## src/rtl/mctrl_pkg.sv

```systemverilog
// Shared encodings for the multi-cycle controller: FSM states, opcode/func
// constants, datapath select codes and the per-class control helper.
package mctrl_pkg;

    typedef enum logic [2:0] {
        ST_FETCH  = 3'd0,
        ST_DECODE = 3'd1,
        ST_EXEC   = 3'd2,
        ST_MEM    = 3'd3,
        ST_WB     = 3'd4
`ifdef CTRL_MEM_WAIT_EN
        , ST_MWAIT = 3'd5
`endif
    } state_e;

    localparam logic [5:0] OP_RTYPE = 6'd0;
    localparam logic [5:0] OP_J     = 6'd2;
    localparam logic [5:0] OP_JAL   = 6'd3;
    localparam logic [5:0] OP_BEQ   = 6'd4;
    localparam logic [5:0] OP_ORI   = 6'd13;
    localparam logic [5:0] OP_LUI   = 6'd15;
    localparam logic [5:0] OP_LW    = 6'd35;
    localparam logic [5:0] OP_SW    = 6'd43;

    localparam logic [5:0] FN_SLL   = 6'd0;
    localparam logic [5:0] FN_JR    = 6'd8;
    localparam logic [5:0] FN_ADDU  = 6'd33;
    localparam logic [5:0] FN_SUBU  = 6'd35;

    localparam logic [2:0] ALU_OR   = 3'd0;
    localparam logic [2:0] ALU_ADD  = 3'd2;
    localparam logic [2:0] ALU_SUB  = 3'd3;
    localparam logic [2:0] ALU_SLL  = 3'd5;

    localparam logic [1:0] PC_PLUS4  = 2'd0;
    localparam logic [1:0] PC_BRANCH = 2'd1;
    localparam logic [1:0] PC_JUMP   = 2'd2;
    localparam logic [1:0] PC_RS     = 2'd3;

    localparam logic [1:0] RD_RT    = 2'd0;
    localparam logic [1:0] RD_RD    = 2'd1;
    localparam logic [1:0] RD_RA    = 2'd2;

    localparam logic [1:0] M2R_ALU  = 2'd0;
    localparam logic [1:0] M2R_MEM  = 2'd1;
    localparam logic [1:0] M2R_PC4  = 2'd2;

    localparam logic [1:0] EXT_ZERO = 2'd0;
    localparam logic [1:0] EXT_SIGN = 2'd1;
    localparam logic [1:0] EXT_LUI  = 2'd2;

    typedef enum logic [3:0] {
        IC_ADDU = 4'd0,
        IC_SUBU = 4'd1,
        IC_SLL  = 4'd2,
        IC_ORI  = 4'd3,
        IC_LUI  = 4'd4,
        IC_LW   = 4'd5,
        IC_SW   = 4'd6,
        IC_BEQ  = 4'd7,
        IC_J    = 4'd8,
        IC_JAL  = 4'd9,
        IC_JR   = 4'd10,
        IC_ILL  = 4'd15
    } iclass_e;

    typedef struct packed {
        logic [2:0] alu_op;
        logic       alu_src;
        logic [1:0] ext_op;
        logic [1:0] reg_dst;
        logic [1:0] mem_to_reg;
    } ctrl_t;

    // Datapath selects that stay constant from EXEC through the end of an instruction.
    function automatic ctrl_t class_ctrl(input iclass_e cls);
        ctrl_t c;
        c = '{alu_op: ALU_OR, alu_src: 1'b0, ext_op: EXT_ZERO,
              reg_dst: RD_RT, mem_to_reg: M2R_ALU};
        case (cls)
            IC_ADDU: begin c.alu_op = ALU_ADD; c.reg_dst = RD_RD; end
            IC_SUBU: begin c.alu_op = ALU_SUB; c.reg_dst = RD_RD; end
            IC_SLL:  begin c.alu_op = ALU_SLL; c.reg_dst = RD_RD; end
            IC_ORI:  begin c.alu_op = ALU_OR;  c.alu_src = 1'b1; c.ext_op = EXT_ZERO; end
            IC_LUI:  begin c.alu_op = ALU_ADD; c.alu_src = 1'b1; c.ext_op = EXT_LUI;  end
            IC_LW: begin
                c.alu_op     = ALU_ADD;
                c.alu_src    = 1'b1;
                c.ext_op     = EXT_SIGN;
                c.mem_to_reg = M2R_MEM;
            end
            IC_SW:   begin c.alu_op = ALU_ADD; c.alu_src = 1'b1; c.ext_op = EXT_SIGN; end
            IC_BEQ:  begin c.alu_op = ALU_SUB; end
            IC_JAL:  begin c.reg_dst = RD_RA; c.mem_to_reg = M2R_PC4; end
            default: begin c.alu_op = ALU_OR; end
        endcase
        return c;
    endfunction

endpackage

```

## src/rtl/multi_cycle_ctrl_decode.sv

```systemverilog
// Combinational instruction classifier: op/func to instruction class plus an
// illegal flag for every encoding the controller does not implement.
module mctrl_decode
    import mctrl_pkg::*;
(
    input  logic [5:0] op,
    input  logic [5:0] func,
    output iclass_e    cls,
    output logic       illegal
);

    // Map opcode (and func for R-type) onto the supported instruction classes.
    always_comb begin
        cls = IC_ILL;
        case (op)
            OP_RTYPE: begin
                case (func)
                    FN_ADDU: cls = IC_ADDU;
                    FN_SUBU: cls = IC_SUBU;
                    FN_SLL:  cls = IC_SLL;
                    FN_JR:   cls = IC_JR;
                    default: cls = IC_ILL;
                endcase
            end
            OP_ORI:  cls = IC_ORI;
            OP_LUI:  cls = IC_LUI;
            OP_LW:   cls = IC_LW;
            OP_SW:   cls = IC_SW;
            OP_BEQ:  cls = IC_BEQ;
            OP_J:    cls = IC_J;
            OP_JAL:  cls = IC_JAL;
            default: cls = IC_ILL;
        endcase
        illegal = (cls == IC_ILL);
    end

endmodule

```

## src/rtl/multi_cycle_ctrl.sv

```systemverilog
// Multi-cycle MIPS-subset control FSM with retired-instruction counter.
// Optional memory wait state (MWAIT, mem_ready port) enabled by CTRL_MEM_WAIT_EN.
module multi_cycle_ctrl
    import mctrl_pkg::*;
#(
    parameter int RET_W   = 32,
    parameter int ALUOP_W = 4
) (
    input  logic               clk,
    input  logic               reset,
    input  logic [5:0]         op,
    input  logic [5:0]         func,
    input  logic               zero,
`ifdef CTRL_MEM_WAIT_EN
    input  logic               mem_ready,
`endif
    output logic               ir_we,
    output logic               pc_we,
    output logic [1:0]         pc_src,
    output logic [1:0]         reg_dst,
    output logic [1:0]         mem_to_reg,
    output logic [ALUOP_W-1:0] alu_op,
    output logic               alu_src,
    output logic [1:0]         ext_op,
    output logic               rwe,
    output logic               mwe,
    output logic [2:0]         state,
    output logic               instr_done,
    output logic               illegal,
    output logic [RET_W-1:0]   retired
);

    state_e             state_q, state_d;
    logic [RET_W-1:0]   retired_q, retired_d;
    iclass_e            cls_s;
    logic               dec_illegal_s;
    ctrl_t              ctl_s;
    logic               ir_we_s, pc_we_s, rwe_s, mwe_s, done_s, illegal_s;
    logic               is_sw_s;
    state_e             mem_succ_s;

    mctrl_decode u_decode (
        .op      (op),
        .func    (func),
        .cls     (cls_s),
        .illegal (dec_illegal_s)
    );

    assign ctl_s      = class_ctrl(cls_s);
    assign is_sw_s    = (cls_s == IC_SW);
    assign mem_succ_s = (cls_s == IC_LW) ? ST_WB : ST_FETCH;

    // Next-state, raw enables and datapath selects for the current state.
    always_comb begin
        state_d    = state_q;
        ir_we_s    = 1'b0;
        pc_we_s    = 1'b0;
        rwe_s      = 1'b0;
        mwe_s      = 1'b0;
        done_s     = 1'b0;
        illegal_s  = 1'b0;
        pc_src     = PC_PLUS4;
        reg_dst    = RD_RT;
        mem_to_reg = M2R_ALU;
        alu_op     = ALUOP_W'(ALU_OR);
        alu_src    = 1'b0;
        ext_op     = EXT_ZERO;

        // Class selects are meaningful only once the instruction is decoded.
        if (state_q != ST_FETCH && state_q != ST_DECODE) begin
            reg_dst    = ctl_s.reg_dst;
            mem_to_reg = ctl_s.mem_to_reg;
            alu_op     = ALUOP_W'(ctl_s.alu_op);
            alu_src    = ctl_s.alu_src;
            ext_op     = ctl_s.ext_op;
        end else begin
            alu_op     = ALUOP_W'(ALU_OR);
        end

        case (state_q)
            ST_FETCH: begin
                ir_we_s = 1'b1;
                pc_we_s = 1'b1;
                pc_src  = PC_PLUS4;
                state_d = ST_DECODE;
            end
            ST_DECODE: begin
                illegal_s = dec_illegal_s;
                state_d   = dec_illegal_s ? ST_FETCH : ST_EXEC;
            end
            ST_EXEC: begin
                case (cls_s)
                    IC_ADDU, IC_SUBU, IC_SLL, IC_ORI, IC_LUI: state_d = ST_WB;
                    IC_LW, IC_SW: state_d = ST_MEM;
                    IC_BEQ: begin
                        pc_we_s = zero;
                        pc_src  = PC_BRANCH;
                        done_s  = 1'b1;
                        state_d = ST_FETCH;
                    end
                    IC_J: begin
                        pc_we_s = 1'b1;
                        pc_src  = PC_JUMP;
                        done_s  = 1'b1;
                        state_d = ST_FETCH;
                    end
                    IC_JAL: begin
                        pc_we_s = 1'b1;
                        pc_src  = PC_JUMP;
                        rwe_s   = 1'b1;
                        done_s  = 1'b1;
                        state_d = ST_FETCH;
                    end
                    IC_JR: begin
                        pc_we_s = 1'b1;
                        pc_src  = PC_RS;
                        done_s  = 1'b1;
                        state_d = ST_FETCH;
                    end
                    default: state_d = ST_FETCH;
                endcase
            end
`ifdef CTRL_MEM_WAIT_EN
            ST_MEM, ST_MWAIT: begin
                mwe_s = is_sw_s;
                if (mem_ready) begin
                    state_d = mem_succ_s;
                    done_s  = is_sw_s;
                end else begin
                    state_d = ST_MWAIT;
                end
            end
`else
            ST_MEM: begin
                mwe_s   = is_sw_s;
                state_d = mem_succ_s;
                done_s  = is_sw_s;
            end
`endif
            ST_WB: begin
                rwe_s   = 1'b1;
                done_s  = 1'b1;
                state_d = ST_FETCH;
            end
            default: state_d = ST_FETCH;
        endcase

        retired_d = done_s ? (retired_q + RET_W'(1)) : retired_q;
    end

    // Reset overrides every write enable and pulse while it is held.
    assign ir_we      = ir_we_s   & ~reset;
    assign pc_we      = pc_we_s   & ~reset;
    assign rwe        = rwe_s     & ~reset;
    assign mwe        = mwe_s     & ~reset;
    assign instr_done = done_s    & ~reset;
    assign illegal    = illegal_s & ~reset;
    assign state      = state_q;
    assign retired    = retired_q;

    // State register and retired counter; reset may land mid-instruction.
    always_ff @(posedge clk) begin
        if (reset) begin
            state_q   <= ST_FETCH;
            retired_q <= '0;
        end else begin
            state_q   <= state_d;
            retired_q <= retired_d;
        end
    end

endmodule
```

## config.mk

```make
export PLATFORM = sky130hd
export DESIGN_NAME = multi_cycle_ctrl
export DESIGN_NICKNAME = d
export VERILOG_FILES = /design/src/rtl/mctrl_pkg.sv /design/src/rtl/multi_cycle_ctrl_decode.sv /design/src/rtl/multi_cycle_ctrl.sv
export SDC_FILE = /design/constraint.sdc
export NUM_CORES = 1
export LEC_CHECK = 0
export ABC_AREA = 1
export BUFFER_PORTS_ARGS = -buffer_cell sky130_fd_sc_hd__buf_2
export CAP_MARGIN = 20
export CORE_MARGIN = 8
export CORE_UTILIZATION = 45
export CTS_BUF_LIST = sky130_fd_sc_hd__clkbuf_8
export DETAILED_ROUTE_END_ITERATION = 8
export PLACE_DENSITY = 0.77
export SKIP_LAST_GASP = 1
export SLEW_MARGIN = 20
export SYNTH_ARGS = -nofsm -noshare
export SYNTH_HDL_FRONTEND = slang
export SYNTH_SLANG_ARGS = --single-unit
```

## constraint.sdc

```tcl
create_clock -name clk -period 5 [get_ports clk]
set_clock_uncertainty 0.2 [all_clocks]
set_input_delay 0.5 -clock clk [delete_from_list [all_inputs] [get_ports clk]]
set_output_delay 0.5 -clock clk [all_outputs]
set_load 0.05 [all_outputs]
```

# --- Word level (Yosys, flattened, before mapping) ---
# Index checks and enable logic that the tools add are counted.
op_classes:
  muxes: 26
  reduce_logical: 14
  n_bitwise: 7
  addsub: 1
  n_eq_ne: 26
ops:
  columns: ["op", "count"]
  rows:
  - ["$add A32 B1 Y32 const B", 1]
  - ["$pmux W4 S8", 1]
  - ["$eq A6 B6 Y1 const B", 4]
  - ["$eq A6 B4 Y1 const B", 3]
  - ["$pmux W3 S3", 2]
  - ["$eq A4 B3 Y1 const B", 4]
  - ["$eq A4 B4 Y1 const B", 4]
  - ["$pmux W4 S4", 1]
  - ["$eq A6 B2 Y1 const B", 2]
  - ["$logic_not A6 Y1", 2]
  - ["$pmux W3 S4", 1]
  - ["$mux W2", 5]
  - ["$eq A4 B2 Y1 const B", 2]
  - ["$pmux W2 S2", 2]
  - ["$reduce_or A4 Y1", 2]
  - ["$and A1 B1 Y1", 6]
  - ["$eq A3 B2 Y1 const B", 2]
  - ["$eq A6 B3 Y1 const B", 1]
  - ["$mux W1", 6]
  - ["$mux W3", 2]
  - ["$pmux W1 S2", 3]
  - ["$pmux W2 S3", 1]
  - ["$pmux W3 S2", 1]
  - ["$reduce_or A2 Y1", 3]
  - ["12 further kinds", 13]
totals:
  regBits: 35
  out_inout_bits: 54
  in_bits: 15
  word_cells: 76

# --- Longest topological paths before layout ---
# Gate-level depths: netlist (run 1).
logic_depth:
  depth_word: 8
  mapped_depth: 11
  mapped_depth_nobuf: 11

# --- Modules after synthesis ---
# From an unflattened synthesis (run 1), not the netlist that was laid out.
unflattened:
  hier_cells: 455
  area_unflattened_um2: 2621.3
by_module_without_submodules:
  columns: ["mod", "area_per_inst_um2", "cells_per_inst", "seq_area_each_um2", "n_inst"]
  rows:
  - ["multi_cycle_ctrl", 2326.0, 398, 700.7, 1]
  - ["mctrl_decode", 295.3, 57, 0.0, 1]

# --- Worst setup path after synthesis (run 1) ---
# No wires, ideal clock.
synth_path:
  path_type: "input port to output port"
  from: "input port op[5]"
  to: "output port reg_dst[0]"
  stages: 7
  arrival_ns: 2.365
  path_slack_ns: 1.935
  n_path_buf: 0
  required_ns: 4.300
  cell_sequence: "nor2_4 > nand2_2 > nor2_4 > nor2_1 > nor2_4 > nand3_1 > a211oi_1"
synth_via:
  elab_chain_len: 6
  elab_cells_between_ends: 16
  cone_classes: "eq/ne (10); mux (3); reduce/logical (3)"
synth_rtl:
  columns: ["element", "line_no", "rtl"]
  rows:
  - ["start: declaration", "multi_cycle_ctrl.sv:11", "input logic [5:0] op,"]
  - ["$eq A6 B2 Y1 (tied with other cells)", "multi_cycle_ctrl_decode.sv:15", "case (op)"]
  - ["$pmux W4 S8 *", "multi_cycle_ctrl_decode.sv:15", null]
  - ["$eq A4 B1 Y1 (tied with other cells)", "mctrl_pkg.sv:80", "case (cls)"]
  - ["$reduce_or A3 Y1 (no line)", null, null]
  - ["$pmux W2 S2 *", "mctrl_pkg.sv:80", null]
  - ["$mux W2 *", "multi_cycle_ctrl.sv:70", "if (state_q != ST_FETCH && state_q != ST_DECODE) begin"]
  - ["end: declaration", "multi_cycle_ctrl.sv:20", "output logic [1:0] reg_dst,"]
# Every way passes the cells marked *; elsewhere a longest branch is shown, timed or not.

# --- Final worst setup path (run 1) ---
layout_path:
  from: "input port op[0]"
  to: "output port instr_done"
layout_via:
  elab_chain_len: 7
  elab_cells_between_ends: 18
  cone_classes: "eq/ne (12); mux (3); bitwise (1); reduce/logical (2)"
layout_rtl:
  columns: ["element", "line_no", "rtl"]
  rows:
  - ["$eq A6 B2 Y1 (tied with other cells)", "multi_cycle_ctrl_decode.sv:15", null]
  - ["$pmux W4 S8 *", "multi_cycle_ctrl_decode.sv:15", null]
  - ["$eq A4 B4 Y1 / $eq A4 B3 Y1 (equally long branches)", "multi_cycle_ctrl.sv:92", "case (cls_s)"]
  - ["$reduce_or A4 Y1 (no line)", null, null]
  - ["$mux W1", "multi_cycle_ctrl.sv:92", null]
  - ["$pmux W1 S3 *", "multi_cycle_ctrl.sv:80", "case (state_q)"]
  - ["$and A1 B1 Y1 *", "multi_cycle_ctrl.sv:156", "assign instr_done = done_s & ~reset;"]
  - ["end: declaration", "multi_cycle_ctrl.sv:28", "output logic instr_done,"]
# Marks and branches as above.

==> flow_summary.ini, run 1 <==
[outcome]
status = completed

[power]
switching_share_pct = 26.5
power_per_cell_area_nw_per_um2 = 166
power.clock.fraction_pct = 36.5
power.static_leakage_nw = 1.40
vdd.ir_drop.worst_v = 0.000133
power.switching_w = 0.000138
combinationalPowerShare_pct = 9.6
p_int_w = 0.000383
power.total_w = 0.000521
p_seq_share_pct = 53.9

[global_route]
grt_pass1_vias = 2801
gr-usage-met1_pct = 22.1
grt_util_met3_pct = 4.16
grt_most_used_layer = met2
grt_antenna_before_repair = 0
gr-usage-all-layers_pct = 17.7
grt_overflow = 0
maximum_number_of_pins_on_one_net_before_global_route_repair = 37
grt.met2_usage_pct = 29.3
grt_pass1_wl_um = 12900

[timing]
tightestPinTransition_ns = 0.744
report.final.setup_viol = 0
hold_ws_ns = 0.324
final-max-slew-violation-count = 0
setup-tns-final_ns = 0
max_slew_margin_pct = 50.4
layout_worst_path_cycle_share_pct = 64.4
post-route-min-period_ns = 3.22
clock.fmax_ghz = 0.311
rsz_0062_raised_after_global_routing = false
finalHoldViolations = 0

[cells_and_area]
fin_area_um2 = 3130
register_area_um2 = 701
layout_common_cells = sky130_fd_sc_hd__nand2_1, sky130_fd_sc_hd__buf_2, sky130_fd_sc_hd__nor2_1
final_layout_size_suffix_gt1_share_pct = 20.4
antennaDiodeCount = 0
finalNetCount = 512
layout.cells.most_common = sky130_fd_sc_hd__nand2_1
area_delta_synth_final_pct = 15.0
multi_input_comb_area_um2 = 1750
utilization_pct = 53.1
filler_cell_count = 626

[place]
portBuffers = 67
routability_driven_placement_congestion_ratio = 0.907
placement.cell_area_um2 = 3050
place.detailed.hpwl_um = 5940

[clock_tree]
worstSkewPairLatency_ns = 0.29
cts_tree = built
clk_transition_reported_paths_ns = 0.06
hold_buffers = 0
tritoncts.num_buffers = 5
clk_path_buf_depth = 2
root_buffer = sky130_fd_sc_hd__clkbuf_8
cts-resized-gates = 0
postCtsSetupRepairBufs = 0
numClockSinks = 35
cts_htree_levels = 2

[setup_path]
crit_path_class = in -> out
delay_contributed_by_the_slowest_stage_of_the_critical_path_ns = 0.45
worst-path-max-fanout = 34
start_kind = input port
ff2ff_path_depth = 8
worst_ep_required_time_ns = 4.30
crit_path_end_kind = output pin
worst_ep_arrival_time_ns = 2.52
critical-path-slowest-cell = sky130_fd_sc_hd__nand3_4
critical_path_cell_by_cell = buf_2, nor2_1, inv_1, nor2_2, nand3_1, nand2_1, nand3_4, nand3_4, nand2_1, inv_1, buf_2

[synthesis]
syn_nets = 455
ys_seq_area_share_pct = 25.8
yosysTopAreaCellShare_pct = 25.8
postSynthCellCount = 439
synth.lib_cells_used.distinct = 28
synth_area_leaders = sky130_fd_sc_hd__dfxtp_1, sky130_fd_sc_hd__nand2_1, sky130_fd_sc_hd__nand4_1
synthesis.area_per_instance_um2 = 6.19
yosys_warnings = 0
register_bit_count_reported_by_yosys = 35
syn-cell-area_um2 = 2720
synth_top_area_cell = sky130_fd_sc_hd__dfxtp_1

[worst_hold_path]
timing.hold.worst.class = reg -> reg
holdPathStages = 2

[die]
core-area_um2 = 5890
top_level_ports = 69
floorplan.die_area_um2 = 8790
die_width_um = 93.7
rows = 28
start_util_pct = 46.2
fp.dieH_um = 93.7

[drt]
routed_wirelength_normalized_by_instance_count_um = 13.5
drt-vias-per-instance = 5.22
route.antenna.remaining_nets = 0
initialDrtViolationCount = 187
drc_errors = 0
via_count = 2978
first_pass_drt_iterations = 5
routed_wirelength_um = 7690

[run]
drv_cap = 0
-- final cells by class --
cell class	instances	share of cell area (%)
Multi-Input combinational cell	342	56.0
Clock buffer	5	2.20
Timing Repair Buffer	68	11.0
Inverter	44	5.28
Clock inverter	1	0.120
Sequential cell	35	22.4
Tap cell	75	3.00
-- routing by layer --
layer	wire (µm)	vias to the layer above	share of wire [%]
li1	-	1544	-
met1	3490	1342	45
met2	3600	80	47
met3	472	12	6.1
met4	119	0	1.5
met5	0	-	0
-- per-stage QoR --
step                setup slack, ns  std cells
finish                         1.78        570
global route                   1.54        570
CTS                            1.62        570
detailed placement             1.78        564
global placement               1.86        564
floorplan                      1.94        439
-- synthesized netlist by cell type, drive strengths merged --
cell type  instances
a211oi             2
a21oi             36
a31oi              1
buf               11
clkbuf             7
conb               1
dfxtp             35
ha                 1
inv               44
nand2            130
nand3             18
nand3b             3
nand4             38
nor2              67
nor3              13
nor3b              1
o21ai              2
o22ai              1
or2                1
xnor2              8
xor2              19
-- cells by family after synthesis --
logic type	share of synthesized area (%)
AOI/OAI and AO/OA	9.25
xor gates and xnor gates	8.70
adders and majority gates	0.460
buffers and inverters	9.85
DFF	25.8
other	0.138
and+or+nand+nor	45.8
-- state kept, by name, indices dropped and copies added, names as in the netlist --
register  cells
retired      32
state         3
-- worst paths after layout --
path,start,to,slack [ns]
worst max register to register,state[2]$_SDFF_PP0_,retired[9]$_SDFFE_PP0P_,2.70
worst min register to register,retired[7]$_SDFFE_PP0P_,retired[7]$_SDFFE_PP0P_,0.32
worst max-delay path,op[0],instr_done,1.78
worst min-delay path,retired[7]$_SDFFE_PP0P_,retired[7]$_SDFFE_PP0P_,0.32
-- worst max-delay path, delay by kind of cell --
kind | cells | cell delay, ns
buffers and inverters | 4 | 0.51
and+or+nand+nor | 7 | 1.49
-- power groups by stage --
stage | logic [W] | registers [W] | clock network (W)
finish | 0.0000500 | 0.000281 | 0.000190
global route | 0.0000545 | 0.000281 | 0.000207
CTS | 0.0000496 | 0.000281 | 0.000192
detailed placement | 0.0000495 | 0.000287 | 0
global placement | 0.0000485 | 0.000287 | 0
floorplan | 0.0000324 | 0.000290 | 0
Note: power is estimated with default switching activity, not from simulation.
==> inputs of run 2 (changes only) <==
==> constraint.sdc (replaced) <==
create_clock -name clk -period 3.25 [get_ports clk]
set_clock_uncertainty 0.2 [all_clocks]
set_input_delay 0.325 -clock clk [delete_from_list [all_inputs] [get_ports clk]]
set_output_delay 0.325 -clock clk [all_outputs]
set_load 0.05 [all_outputs]
==> run 2 against run 1 <==
Sequential cell count stayed put. Critical path type unchanged. Combinational power is 58% higher. Largest cell class unchanged. Worst setup slack worse by 1.1 ns. Global-route usage is 0.64 points higher.
==> flow_summary.ini, run 2 (synthesized netlist as in run 1, its figures left out) <==
[outcome]
status = completed

[run]
drv_cap = 0

[die]
floorplan.die_area_um2 = 8790
top_level_ports = 69
fp.dieH_um = 93.7
rows = 28
die_width_um = 93.7
core-area_um2 = 5890
start_util_pct = 46.2

[cells_and_area]
finalNetCount = 515
layout_common_cells = sky130_fd_sc_hd__nand2_1, sky130_fd_sc_hd__buf_2, sky130_fd_sc_hd__nor2_1
register_area_um2 = 701
antennaDiodeCount = 0
multi_input_comb_area_um2 = 1750
area_delta_synth_final_pct = 17.4
final_layout_size_suffix_gt1_share_pct = 21.2
filler_cell_count = 624
largest_reg_flops = 32
layout.cells.most_common = sky130_fd_sc_hd__nand2_1

[clock_tree]
hold_buffers = 0
postCtsSetupRepairBufs = 0
clk_transition_reported_paths_ns = 0.07
cts_htree_levels = 2
worstSkewPairLatency_ns = 0.29
root_buffer = sky130_fd_sc_hd__clkbuf_8
clk_path_buf_depth = 2
numClockSinks = 35
cts-resized-gates = 0
tritoncts.num_buffers = 5
cts_tree = built

[drt]
first_pass_drt_iterations = 5
via_count = 3069
route.antenna.remaining_nets = 0
drt-vias-per-instance = 5.34
drc_errors = 0
routed_wirelength_normalized_by_instance_count_um = 14.1
initialDrtViolationCount = 205
routed_wirelength_um = 8080

[worst_hold_path]
timing.hold.worst.class = in -> reg
holdPathStages = 4
hold_end = retired[0]$_SDFFE_PP0P_
min_from = reset

[setup_path]
critPathMostFrequentCell = sky130_fd_sc_hd__buf_2
crit-reg2reg-launch = state[1]$_SDFF_PP0_
delay_contributed_by_the_slowest_stage_of_the_critical_path_ns = 0.36
ff2ff_setup_slack_ns = 0.98
crit_path_end_kind = output pin
worst_r2r_endpoint = retired[0]$_SDFFE_PP0P_
critPathBufInv = 3
crit_path_class = in -> out
critical_path_cell_by_cell = buf_2, nor2_1, inv_1, nor2_2, nand3_1, nand2_1, nand3_4, o22ai_1, buf_2
worst_ep_required_time_ns = 2.72
ff2ff_path_depth = 8
worst_path_dominant_cell_family = simple AND/OR/NAND/NOR gates
start_kind = input port
critical-path-slowest-cell = sky130_fd_sc_hd__nand3_4
worst_ep_arrival_time_ns = 2.06
worst-path-max-fanout = 34

[global_route]
grt_antenna_before_repair = 0
gr-usage-all-layers_pct = 18.4
maximum_number_of_pins_on_one_net_before_global_route_repair = 36
grt_overflow = 0
grt_pass1_wl_um = 13500
grt_pass1_vias = 2852

[place]
portBuffers = 67
place.detailed.hpwl_um = 6140
routability_driven_placement_congestion_ratio = 0.909
place_ws_ns = 0.670

[timing]
clock.fmax_ghz = 0.386
layout_worst_path_cycle_share_pct = 79.7
post-route-min-period_ns = 2.59
tightestPinTransition_ns = 0.734
max_slew_margin_pct = 50.9
finalHoldViolations = 0
rsz_0062_raised_after_global_routing = false
final-max-slew-violation-count = 0
final.setup.worst_slack_ns = 0.661
setup-tns-final_ns = 0
report.final.setup_viol = 0

[power]
power_per_cell_area_nw_per_um2 = 289
vdd.ir_drop.worst_v = 0.000192
power.static_leakage_nw = 1.44
==> run 2: cell count changes in the layout (fill, tap and decap cells not counted), sizes merged <==
| cell | delta |
|---|---|
| bufinv | +1 |
| clkbuf | +1 |
| clkinv | +1 |
| buf | +3 |
| inv | -1 |
==> run 2: final cells by class <==
class,count,share of cell area (%)
inverters,44,5.17
clock inverters,2,1.10
multi-input cells,342,54.8
repair buffers,71,11.4
flip-flops and latches,35,21.9
clock buffers,6,2.59
well taps,75,2.94
==> run 2: where the power goes <==
part           total [W]  leakage, nW  internal (W)  switching (W)
Combinational  0.0000792         1.09     0.0000200      0.0000592
Clock           0.000413       0.0612      0.000248       0.000164
Sequential      0.000432        0.282      0.000430     0.00000203
Total           0.000924         1.44      0.000698       0.000226
==> run 2: how the worst max path moves through the flow <==
| stage | start | end | slack, ns | depth (start not counted) |
|---|---|---|---|---|
| after global routing | op[0] | pc_src[0] | 0.48 | 9 |
| after CTS | op[0] | pc_src[0] | 0.66 | 9 |
| after global placement | op[5] | instr_done | 0.81 | 11 |
| final | op[0] | pc_src[0] | 0.66 | 9 |
| after detailed placement | op[0] | pc_src[0] | 0.67 | 9 |
| after floorplan | state[1]$_SDFF_PP0_ | reg_dst[0] | 0.36 | 5 |
==> run 2: metal layers <==
layer,routed length [µm],track usage (%),up-vias
met4,59,3.70,0
met1,3620,23.1,1410
met2,3820,31.2,105
met5,0,0,-
met3,578,4.16,6
li1,-,-,1548
==> run 2: metrics by stage <==
| stage | hold WS [ns] | cell area [µm²] | util (%) | power, W | std cells |
|---|---|---|---|---|---|
| after floorplan | 0.428 | 2720 | - | 0.000496 | 439 |
| after global placement | 0.306 | 3080 | 52.3 | 0.000517 | 567 |
| after detailed placement | 0.327 | 3080 | 52.3 | 0.000520 | 567 |
| after CTS | 0.176 | 3190 | 54.3 | 0.000928 | 575 |
| after global routing | 0.213 | 3190 | 54.3 | 0.000957 | 575 |
| final | 0.182 | 3190 | 54.3 | 0.000924 | 575 |
==> run 2: worst register-to-register path: stages, from the launching register on <==
cell and delay, ns:
sky130_fd_sc_hd__dfxtp_1 0.48, sky130_fd_sc_hd__nand3_1 0.16, sky130_fd_sc_hd__inv_1 0.22, sky130_fd_sc_hd__nand3_4 0.36
sky130_fd_sc_hd__nand3_4 0.16, sky130_fd_sc_hd__buf_4 0.37, sky130_fd_sc_hd__nand2_1 0.10, sky130_fd_sc_hd__nand2_1 0.08
sky130_fd_sc_hd__nor2_1 0.04
